`config.mk`:
```
export PLATFORM = sky130hd
export DESIGN_NAME = triangle_bbox_scanner_flat
export DESIGN_NICKNAME = d
export VERILOG_FILES = /design/src/rtl/triangle_bbox_scanner_pkg.sv /design/src/rtl/triangle_bbox_scanner_if.sv /design/src/rtl/triangle_bbox_scanner_bbox_compute.sv /design/src/rtl/triangle_bbox_scanner.sv /design/src/flat_wrapper.sv
export SDC_FILE = /design/constraint.sdc
export NUM_CORES = 1
export LEC_CHECK = 0
export BUFFER_PORTS_ARGS = -buffer_cell sky130_fd_sc_hd__buf_4
export CAP_MARGIN = 20
export CORE_MARGIN = 1
export CORE_UTILIZATION = 45
export CTS_CLUSTER_SIZE = 14
export DETAILED_ROUTE_END_ITERATION = 7
export HOLD_SLACK_MARGIN = 0.05
export PLACE_DENSITY = 0.66
export SLEW_MARGIN = 20
export SYNTH_ARGS = -nofsm -noshare
export SYNTH_HDL_FRONTEND = slang
export SYNTH_SLANG_ARGS = --single-unit
```
`constraint.sdc`:
```
create_clock -name clk -period 9.4 [get_ports clk]
set_input_delay 2.35 -clock clk [delete_from_list [all_inputs] [get_ports clk]]
set_output_delay 2.35 -clock clk [all_outputs]
set_load 0.005 [all_outputs]
```
`src/rtl/triangle_bbox_scanner_pkg.sv`:
```
// Shared types and constants for the triangle bounding-box scanner.
// Contents: coordinate/vertex/triangle types, bbox_t, frame size constants,
// and signed min/max helpers used by the bounding-box logic.
package triangle_bbox_scanner_pkg;

  localparam int unsigned COORD_BITS   = 16;
  localparam int unsigned COL_BITS     = 16;
  localparam int unsigned FRAME_WIDTH  = 512;
  localparam int unsigned FRAME_HEIGHT = 384;

  typedef logic signed [COORD_BITS-1:0] coord_t;

  typedef struct packed {
    coord_t x;
    coord_t y;
  } vertex_t;

  // Three screen-space vertices, index 0..2.
  typedef vertex_t [2:0] tri_2d;

  typedef struct packed {
    coord_t xmin;
    coord_t xmax;
    coord_t ymin;
    coord_t ymax;
  } bbox_t;

  function automatic coord_t smin(input coord_t a, input coord_t b);
    return (a < b) ? a : b;
  endfunction

  function automatic coord_t smax(input coord_t a, input coord_t b);
    return (a > b) ? a : b;
  endfunction

endpackage

```
`src/rtl/triangle_bbox_scanner_if.sv`:
```
// Handshake bundle between the triangle source, the scanner and the fill stage.
// Triangle side: tri_valid/tri_ready, tri_in, tri_col.
// Pixel side:    pix_valid/pix_ready, hcount, vcount, pix_tri, pix_col,
//                pix_last, tri_done.
// master = triangle producer / pixel consumer; slave = scanner.
interface triangle_bbox_scanner_if;
  import triangle_bbox_scanner_pkg::*;

  logic                  tri_valid;
  logic                  tri_ready;
  tri_2d                 tri_in;
  logic [COL_BITS-1:0]   tri_col;

  logic                  pix_valid;
  logic                  pix_ready;
  logic [COORD_BITS-1:0] hcount;
  logic [COORD_BITS-1:0] vcount;
  tri_2d                 pix_tri;
  logic [COL_BITS-1:0]   pix_col;
  logic                  pix_last;
  logic                  tri_done;

  modport master (
    output tri_valid, tri_in, tri_col, pix_ready,
    input  tri_ready, pix_valid, hcount, vcount, pix_tri, pix_col, pix_last, tri_done
  );

  modport slave (
    input  tri_valid, tri_in, tri_col, pix_ready,
    output tri_ready, pix_valid, hcount, vcount, pix_tri, pix_col, pix_last, tri_done
  );

endinterface

```
`src/rtl/triangle_bbox_scanner_bbox_compute.sv`:
```
// Combinational signed min3/max3 over the three vertices of a triangle.
// Ports: i_tri  - triangle vertices
//        o_bbox - unclamped signed bounding box
module triangle_bbox_scanner_bbox_compute
  import triangle_bbox_scanner_pkg::*;
(
  input  tri_2d i_tri,
  output bbox_t o_bbox
);

  always_comb begin
    o_bbox      = '0;
    o_bbox.xmin = smin(smin(i_tri[0].x, i_tri[1].x), i_tri[2].x);
    o_bbox.xmax = smax(smax(i_tri[0].x, i_tri[1].x), i_tri[2].x);
    o_bbox.ymin = smin(smin(i_tri[0].y, i_tri[1].y), i_tri[2].y);
    o_bbox.ymax = smax(smax(i_tri[0].y, i_tri[1].y), i_tri[2].y);
  end

endmodule

```
`src/rtl/triangle_bbox_scanner.sv`:
```
// Per-triangle raster generator: accepts one triangle, scans only its
// frame-clamped bounding box, one candidate pixel per cycle under backpressure.
// Ports: clk - system clock
//        rst - asynchronous active-low reset
//        bus - slave side of triangle_bbox_scanner_if (triangle in, pixels out)
module triangle_bbox_scanner #(
  parameter int unsigned FRAME_WIDTH  = triangle_bbox_scanner_pkg::FRAME_WIDTH,
  parameter int unsigned FRAME_HEIGHT = triangle_bbox_scanner_pkg::FRAME_HEIGHT,
  // Must match the package coordinate width carried on the interface.
  parameter int unsigned COORD_BITS   = triangle_bbox_scanner_pkg::COORD_BITS
) (
  input  logic                   clk,
  input  logic                   rst,
  triangle_bbox_scanner_if.slave bus
);
  import triangle_bbox_scanner_pkg::*;

  localparam coord_t X_LIM = coord_t'(FRAME_WIDTH - 1);
  localparam coord_t Y_LIM = coord_t'(FRAME_HEIGHT - 1);

  typedef enum logic [1:0] {S_IDLE, S_BOUND, S_CLAMP, S_SCAN} state_e;

  state_e                r_state;
  tri_2d                 r_tri;
  logic [COL_BITS-1:0]   r_col;
  bbox_t                 r_bbox;
  logic [COORD_BITS-1:0] r_xmin;
  logic [COORD_BITS-1:0] r_xmax;
  logic [COORD_BITS-1:0] r_ymax;
  logic [COORD_BITS-1:0] r_hcount;
  logic [COORD_BITS-1:0] r_vcount;
  logic                  r_tri_ready;
  logic                  r_pix_valid;
  logic                  r_pix_last;
  logic                  r_tri_done;

  bbox_t                 w_bbox;
  coord_t                w_cxmin;
  coord_t                w_cxmax;
  coord_t                w_cymin;
  coord_t                w_cymax;
  logic                  w_empty;
  logic [COORD_BITS-1:0] w_hnext;
  logic [COORD_BITS-1:0] w_vnext;

  triangle_bbox_scanner_bbox_compute u_bbox_compute (
    .i_tri  (r_tri),
    .o_bbox (w_bbox)
  );

  // Clamp the registered box to the frame; signed so off-screen-left/top works.
  always_comb begin
    w_cxmin = smax(r_bbox.xmin, coord_t'(0));
    w_cxmax = smin(r_bbox.xmax, X_LIM);
    w_cymin = smax(r_bbox.ymin, coord_t'(0));
    w_cymax = smin(r_bbox.ymax, Y_LIM);
    w_empty = (w_cxmin > w_cxmax) || (w_cymin > w_cymax);
  end

  // Next raster position; only consumed when the current pixel is not last.
  // Clamped bounds are non-negative, so unsigned compares are safe here.
  always_comb begin
    w_hnext = r_hcount;
    w_vnext = r_vcount;
    if (r_hcount < r_xmax) begin
      w_hnext = r_hcount + COORD_BITS'(1);
    end else begin
      w_hnext = r_xmin;
      w_vnext = r_vcount + COORD_BITS'(1);
    end
  end

  // Control FSM and all registered outputs.
  always_ff @(posedge clk or negedge rst) begin
    if (!rst) begin
      r_state     <= S_IDLE;
      r_tri       <= '0;
      r_col       <= '0;
      r_bbox      <= '0;
      r_xmin      <= '0;
      r_xmax      <= '0;
      r_ymax      <= '0;
      r_hcount    <= '0;
      r_vcount    <= '0;
      r_tri_ready <= 1'b0;
      r_pix_valid <= 1'b0;
      r_pix_last  <= 1'b0;
      r_tri_done  <= 1'b0;
    end else begin
      r_tri_done <= 1'b0;
      case (r_state)
        S_IDLE: begin
          r_tri_ready <= 1'b1;
          if (bus.tri_valid && r_tri_ready) begin
            r_tri       <= bus.tri_in;
            r_col       <= bus.tri_col;
            r_tri_ready <= 1'b0;
            r_state     <= S_BOUND;
          end
        end
        S_BOUND: begin
          r_bbox  <= w_bbox;
          r_state <= S_CLAMP;
        end
        S_CLAMP: begin
          if (w_empty) begin
            r_tri_done  <= 1'b1;
            r_tri_ready <= 1'b1;
            r_state     <= S_IDLE;
          end else begin
            r_xmin      <= COORD_BITS'(w_cxmin);
            r_xmax      <= COORD_BITS'(w_cxmax);
            r_ymax      <= COORD_BITS'(w_cymax);
            r_hcount    <= COORD_BITS'(w_cxmin);
            r_vcount    <= COORD_BITS'(w_cymin);
            r_pix_valid <= 1'b1;
            r_pix_last  <= (w_cxmin == w_cxmax) && (w_cymin == w_cymax);
            r_state     <= S_SCAN;
          end
        end
        S_SCAN: begin
          if (r_pix_valid && bus.pix_ready) begin
            if (r_pix_last) begin
              r_pix_valid <= 1'b0;
              r_pix_last  <= 1'b0;
              r_tri_done  <= 1'b1;
              r_tri_ready <= 1'b1;
              r_state     <= S_IDLE;
            end else begin
              r_hcount   <= w_hnext;
              r_vcount   <= w_vnext;
              r_pix_last <= (w_hnext == r_xmax) && (w_vnext == r_ymax);
            end
          end
        end
        default: r_state <= S_IDLE;
      endcase
    end
  end

  assign bus.tri_ready = r_tri_ready;
  assign bus.pix_valid = r_pix_valid;
  assign bus.hcount    = r_hcount;
  assign bus.vcount    = r_vcount;
  assign bus.pix_tri   = r_tri;
  assign bus.pix_col   = r_col;
  assign bus.pix_last  = r_pix_last;
  assign bus.tri_done  = r_tri_done;

endmodule

```
`src/flat_wrapper.sv`:
```
// flat-port wrapper written by rule: the top's interface ports become plain ports
module triangle_bbox_scanner_flat import triangle_bbox_scanner_pkg::*;
#(
  parameter int unsigned FRAME_WIDTH  = triangle_bbox_scanner_pkg::FRAME_WIDTH,
  parameter int unsigned FRAME_HEIGHT = triangle_bbox_scanner_pkg::FRAME_HEIGHT,
                                                                      
  parameter int unsigned COORD_BITS   = triangle_bbox_scanner_pkg::COORD_BITS
)
  (clk, rst, bus_tri_valid, bus_tri_in, bus_tri_col, bus_pix_ready, bus_tri_ready, bus_pix_valid, bus_hcount, bus_vcount, bus_pix_tri, bus_pix_col, bus_pix_last, bus_tri_done);
  triangle_bbox_scanner_if bus_i ();
  input  logic clk;
  input  logic rst;
  input wire logic [$bits(bus_i.tri_valid)-1:0] bus_tri_valid;
  input wire logic [$bits(bus_i.tri_in)-1:0] bus_tri_in;
  input wire logic [$bits(bus_i.tri_col)-1:0] bus_tri_col;
  input wire logic [$bits(bus_i.pix_ready)-1:0] bus_pix_ready;
  output wire logic [$bits(bus_i.tri_ready)-1:0] bus_tri_ready;
  output wire logic [$bits(bus_i.pix_valid)-1:0] bus_pix_valid;
  output wire logic [$bits(bus_i.hcount)-1:0] bus_hcount;
  output wire logic [$bits(bus_i.vcount)-1:0] bus_vcount;
  output wire logic [$bits(bus_i.pix_tri)-1:0] bus_pix_tri;
  output wire logic [$bits(bus_i.pix_col)-1:0] bus_pix_col;
  output wire logic [$bits(bus_i.pix_last)-1:0] bus_pix_last;
  output wire logic [$bits(bus_i.tri_done)-1:0] bus_tri_done;
  assign bus_i.tri_valid = bus_tri_valid;
  assign bus_i.tri_in = bus_tri_in;
  assign bus_i.tri_col = bus_tri_col;
  assign bus_i.pix_ready = bus_pix_ready;
  assign bus_tri_ready = bus_i.tri_ready;
  assign bus_pix_valid = bus_i.pix_valid;
  assign bus_hcount = bus_i.hcount;
  assign bus_vcount = bus_i.vcount;
  assign bus_pix_tri = bus_i.pix_tri;
  assign bus_pix_col = bus_i.pix_col;
  assign bus_pix_last = bus_i.pix_last;
  assign bus_tri_done = bus_i.tri_done;
  triangle_bbox_scanner #(.FRAME_WIDTH(FRAME_WIDTH), .FRAME_HEIGHT(FRAME_HEIGHT), .COORD_BITS(COORD_BITS)) u_core (.clk(clk), .rst(rst), .bus(bus_i));
endmodule
```
======== Yosys cells after proc, flatten, opt, wreduce, memory -nomap -nowiden ========
Index checks and enable logic that the tools add are counted.
storage, ports and cells
  logic and storage cells ................. 111
  register bits ........................... 262
operators by class
  $lt $le $gt $ge ......................... 15
  eq/ne operators ......................... 13
  multiplexer cells ....................... 44
  $add $sub $neg .......................... 2
  reductions and logical operators ........ 15
  bitwise gates (word level) .............. 1
operators with widths
  kind                                                                     number
  16-bit two-way mux                                                       20
  16-bit > comparator                                                      6
  16-bit < comparator                                                      5
  16-bit == test                                                           4
  16-bit one-hot mux with 2 select lines                                   2
  16-bit by 1-bit adder with 16-bit output, second input constant          2
  16-bit by 1-bit > comparator with 1-bit output, second input constant    2
  16-bit by 10-bit < comparator with 1-bit output, second input constant   2
  1-bit two-way mux                                                        13
  4-bit AND reduction                                                      3
  2-bit two-way mux                                                        4
  2-bit by 1-bit inequality test with 1-bit output, second input constant  4
  2-bit one-hot mux with 4 select lines                                    1
  1-bit one-hot mux with 2 select lines                                    3
  3-bit AND reduction                                                      2
  2-bit == test, second input constant                                     2
  1-bit logical AND                                                        4
  2-bit inequality test, second input constant                             2
  2-bit AND reduction                                                      2
  1-bit one-hot mux with 3 select lines                                    1
  3-bit nonzero test                                                       1
  2-bit by 1-bit == test with 1-bit output, second input constant          1
  2-bit zero test                                                          1
  2-bit nonzero test                                                       1
  other kinds (2)                                                          2

======== Depth between registers and ports, before layout ========
  word-level depth ........................ 7
  mapped depth ............................ 21

======== Hierarchy ========
From an unflattened synthesis, not the netlist that was laid out.
unflattened totals
  cell total of the unflattened synthesis .. 1704
  area, all modules ....................... 17242.8 sq um
modules (own cells, without submodules)
  module                              cells each  times used  area each (sq um)
  triangle_bbox_scanner               1217        1           13350.3
  triangle_bbox_scanner_bbox_compute  487         1           3892.5

======== Worst setup path after synthesis ========
No wires, ideal clock.
  kind .................................... register to register
  from .................................... register u_core.r_tri (netlist bit u_core.bus.pix_tri[13])
  to ...................................... register u_core.r_bbox[1] in the netlist's numbering
  data arrival time ....................... 4.830 ns
  required time ........................... 9.264 ns
  setup slack ............................. 4.434 ns
  setup time .............................. 0.136 ns
  stages on the path, launching flop included .. 20
  cell sequence ........................... dfrtp_1 > ha_1 > a21o_1 > a21o_1 > a21oi_1 > inv_1 > or4_1 > a21oi_2 > buf_4 > mux2_2 > ha_1 > nand2b_1 > a2111oi_0 > o21ai_0 > a21oi_1 > a21o_1 > clkbuf_1 > buf_1 > mux2i_1 > o21ai_0
on the way
  cells in the longest elaborated chain, start to end .. 4
ends and longest elaborated chain
  item                    line                             source
  from (decl)             triangle_bbox_scanner.sv:24      tri_2d r_tri;
  from (signal assigned)  triangle_bbox_scanner.sv:95      r_tri <= bus.tri_in;
  16-bit > comparator     triangle_bbox_scanner_pkg.sv:33  return (a > b) ? a : b;
  16-bit two-way mux (*)  triangle_bbox_scanner_pkg.sv:33
  16-bit > comparator     triangle_bbox_scanner_pkg.sv:33
  16-bit two-way mux (*)  triangle_bbox_scanner_pkg.sv:33
  to (signal assigned)    triangle_bbox_scanner.sv:102     r_bbox <= w_bbox;
  to (decl)               triangle_bbox_scanner.sv:26      bbox_t r_bbox;
Mark *: on every way between the ends. The rest lies on a longest branch, timed or not.
A chain may end at the register's enable or synchronous reset.

======== Final worst setup path ========
  from .................................... register u_core.r_tri (netlist bit u_core.bus.pix_tri[9])
  to ...................................... register u_core.r_bbox[0] in the netlist's numbering
The elaborated chain is that of the path after synthesis.

==> impl_metrics.yaml <==
placement:
  dpl_worst_slack_ns: 3.85
  globalplace.congestion: 0.956
  hpwl_mm: 38.1
  io_buffers: 263
floorplanning:
  fp.dieH_um: 196
  io_pins: 264
  chipWidth_um: 196
  fp.coreArea_um2: 36800
  start_util_pct: 45.9
  rows: 70
  die_area_um2: 38300
global_routing:
  antenna_found_initial: 0
  grtUsageTotal_pct: 26.0
  grt_remaining_overflow: 0
  grt_pass1_wl_mm: 79.9
  grt_max_degree: 179
  grt_pass1_vias: 14462
clock_network:
  root_buffer: "clkbuf_16"
  cts_buffers: 31
  clk-insertion-delay-late_ns: 0.57
  cts_hold_buf: 0
  cts_resized: 0
  clock_sinks: 262
  h-tree-depth: 1
  clk_pin_slew_ns: 0.06
  cts_buffer_depth: 3
  post_cts_buffers: 0
  cts_tree: "built"
critical_path:
  arrival_ns: 6.10
  end_kind: "flip-flop"
  critPathBufInv: 0
  slowest_stage: "a21oi_2"
  crit_family: "compound AO/OA/AOI/OAI gates"
  cpPeakStageDelay_ns: 0.77
  crit_path_cell_trace: "ha_1 > a21o_1 > a21o_1 > a21oi_1 > o22ai_1 > or4_1 > a21oi_2 > mux2_2 > ha_1 > nand2b_1 > a2111oi_0 > o21ai_0 > a21oi_1 > a21o_1 > mux2_2 > o21ai_1"
  cp.required_ns: 9.88
  timing.critical_path.mode_cell: "a21o_1"
  path_max_fanout: 16
  critPathKind: "flip-flop to flip-flop"
  cp-start-kind: "flip-flop"
sta:
  finalSetupViolCount: 0
  worstMarginPinSlew_ns: 1.18
  grt_setup_unrepaired: "no"
  hold_viol: 0
  min_period_over_period_pct: 59.8
  slew_headroom_pct: 21.6
  final.setup.tns_ns: 0
  final_max_slew_viol_count: 0
  setup_ws_ns: 3.78
  clock_skew_ns: 0.0105
  layout_min_cycle_time_ns: 5.62
  max_freq_mhz: 178
yosys:
  syn_avg_cell_area_um2: 9.15
  ys_seq_elements: 262
  yosysMostFrequentCell: "dfrtp_1"
  synth-main-ff-cell: "dfrtp_1"
  yosys-top-cells-area: "dfrtp_1 (39%), ha_1 (11%), mux2_2 (8.1%), o21ai_0 (5.9%), nand2_1 (5.1%)"
  synthCells: 1845
  synth_async_sr_flop_share_pct: 100
  synth_top_area_share_pct: 38.8
  yosys-top-cells-count: "dfrtp_1 (262), nand2_1 (228), o21ai_0 (198)"
  post_synth_instance_area_um2: 16900
  yosysSeqAreaShare_pct: 38.8
  ys_warn_count: 0
  synth_top_cell_by_area: "dfrtp_1"
  synth-edff-count: 0
  ys_types: 72
layout:
  regArea_um2: 6560
  antenna_cells: 0
  area_delta_synth_final_pct: 19.7
  multiInputGateArea_um2: 9600
  finish.net_count: 2323
  layout-drive-gt1-share_pct: 22.6
  fillCellCount: 3403
worst_hold_path:
  hp-class: "flip-flop to flip-flop"
detailed_routing:
  ant_nets: 0
  wire_per_inst_um: 19.7
  first_pass_iters: 7
  remaining_drc_errors: 0
  via_per_inst: 5.69
  vias: 14522
  drt_wl_total_mm: 50.2
  drtIter0Drc: 939
run_status:
  outcome: "finished, final reports clean"
flow_run:
  max_cap_violations: 0
worst paths after layout:
path / startpoint / to / slack (ns) / cells past startpoint
worst min register to register: u_core.r_xmin[5] / u_core.r_xmin[5] / 0.48 / 2
worst max-delay path: u_core.bus.pix_tri[9] / u_core.r_bbox[0] / 3.78 / 16
min in group asynchronous: rst / u_core.bus.pix_col[0] / 1.75 / 1
max in group asynchronous: rst / u_core.r_xmax[3] / 6.09 / 2
worst max register to register: u_core.bus.pix_tri[9] / u_core.r_bbox[0] / 3.78 / 16
worst min-delay path: u_core.r_xmin[5] / u_core.r_xmin[5] / 0.48 / 2
metrics by stage:
| stage | std cells | instance area [µm²] | utilization (%) | hold WS [ns] |
|---|---|---|---|---|
| finish | 2552 | 20200 | 55.0 | 0.481 |
| global route | 2552 | 20200 | 55.0 | 0.518 |
| CTS | 2552 | 20200 | 55.0 | 0.484 |
| detailed placement | 2497 | 19200 | 52.3 | 0.471 |
| global placement | 2497 | 19200 | 52.3 | 0.458 |
| floorplan | 1846 | 16900 | - | 0.446 |
cells by family (layout without fill, tap and decap cells):
group / Yosys count / in the layout / synth area share (%)
other: 1 / 2 / 0.0222
and+or+nand+nor: 570 / 570 / 16.3
DFF: 262 / 262 / 38.8
xor gates and xnor gates: 44 / 44 / 2.36
buffers and inverters: 198 / 436 / 4.54
muxes: 162 / 162 / 10.5
AOI/OAI and AO/OA: 463 / 463 / 16.7
adders and majority gates: 145 / 145 / 10.7
flip-flops by register name, indices dropped and copies added (netlist names):
register              flops
u_core.bus.hcount        16
u_core.bus.pix_col       16
u_core.bus.pix_last       1
u_core.bus.pix_tri       96
u_core.bus.pix_valid      1
u_core.bus.tri_done       1
u_core.bus.tri_ready      1
u_core.bus.vcount        16
u_core.r_bbox            64
u_core.r_state            2
u_core.r_xmax            16
u_core.r_xmin            16
u_core.r_ymax            16
metal layers:
layer  track usage (%)  vias to the layer above  wire, µm
met1              38.0                     6954     23900
met4              5.90                        0      1050
li1                  -                     7054         -
met5                 0                        -         0
met3              4.74                       57      3400
met2              39.9                      457     21900
layout make-up:
class                      instances  share of cell area [%]
timing repair buffer             275                    10.3
clock buffer                      42                    4.29
multi-input combinational       1386                    47.5
tap                              468                    2.90
inverter                         106                    1.97
sequential                       262                    32.4
clock inverter                    13                   0.625
layout by cell type, fill, tap and decap left out, drive strengths merged, types with 15 or more instances in the layout:
| cell | n |
|---|---|
| a211oi | 16 |
| a21o | 33 |
| a21oi | 83 |
| and2 | 22 |
| buf | 275 |
| clkbuf | 42 |
| dfrtp | 262 |
| ha | 145 |
| inv | 108 |
| mux2 | 122 |
| mux2i | 40 |
| nand2 | 228 |
| nand2b | 20 |
| nand3 | 57 |
| nand4 | 35 |
| nor2 | 82 |
| nor2b | 38 |
| nor3 | 17 |
| nor4 | 21 |
| o211ai | 29 |
| o21a | 15 |
| o21ai | 206 |
| or3 | 18 |
| xnor2 | 28 |
| xor2 | 15 |
worst min-delay path: stages (launching register included):
cell	delay [ns]
dfrtp_1	0.34
nand2_1	0.04
o21ai_0	0.06
Power is not shown: default switching activity piles up to over one toggle a cycle in this logic, so the estimate is an artifact.
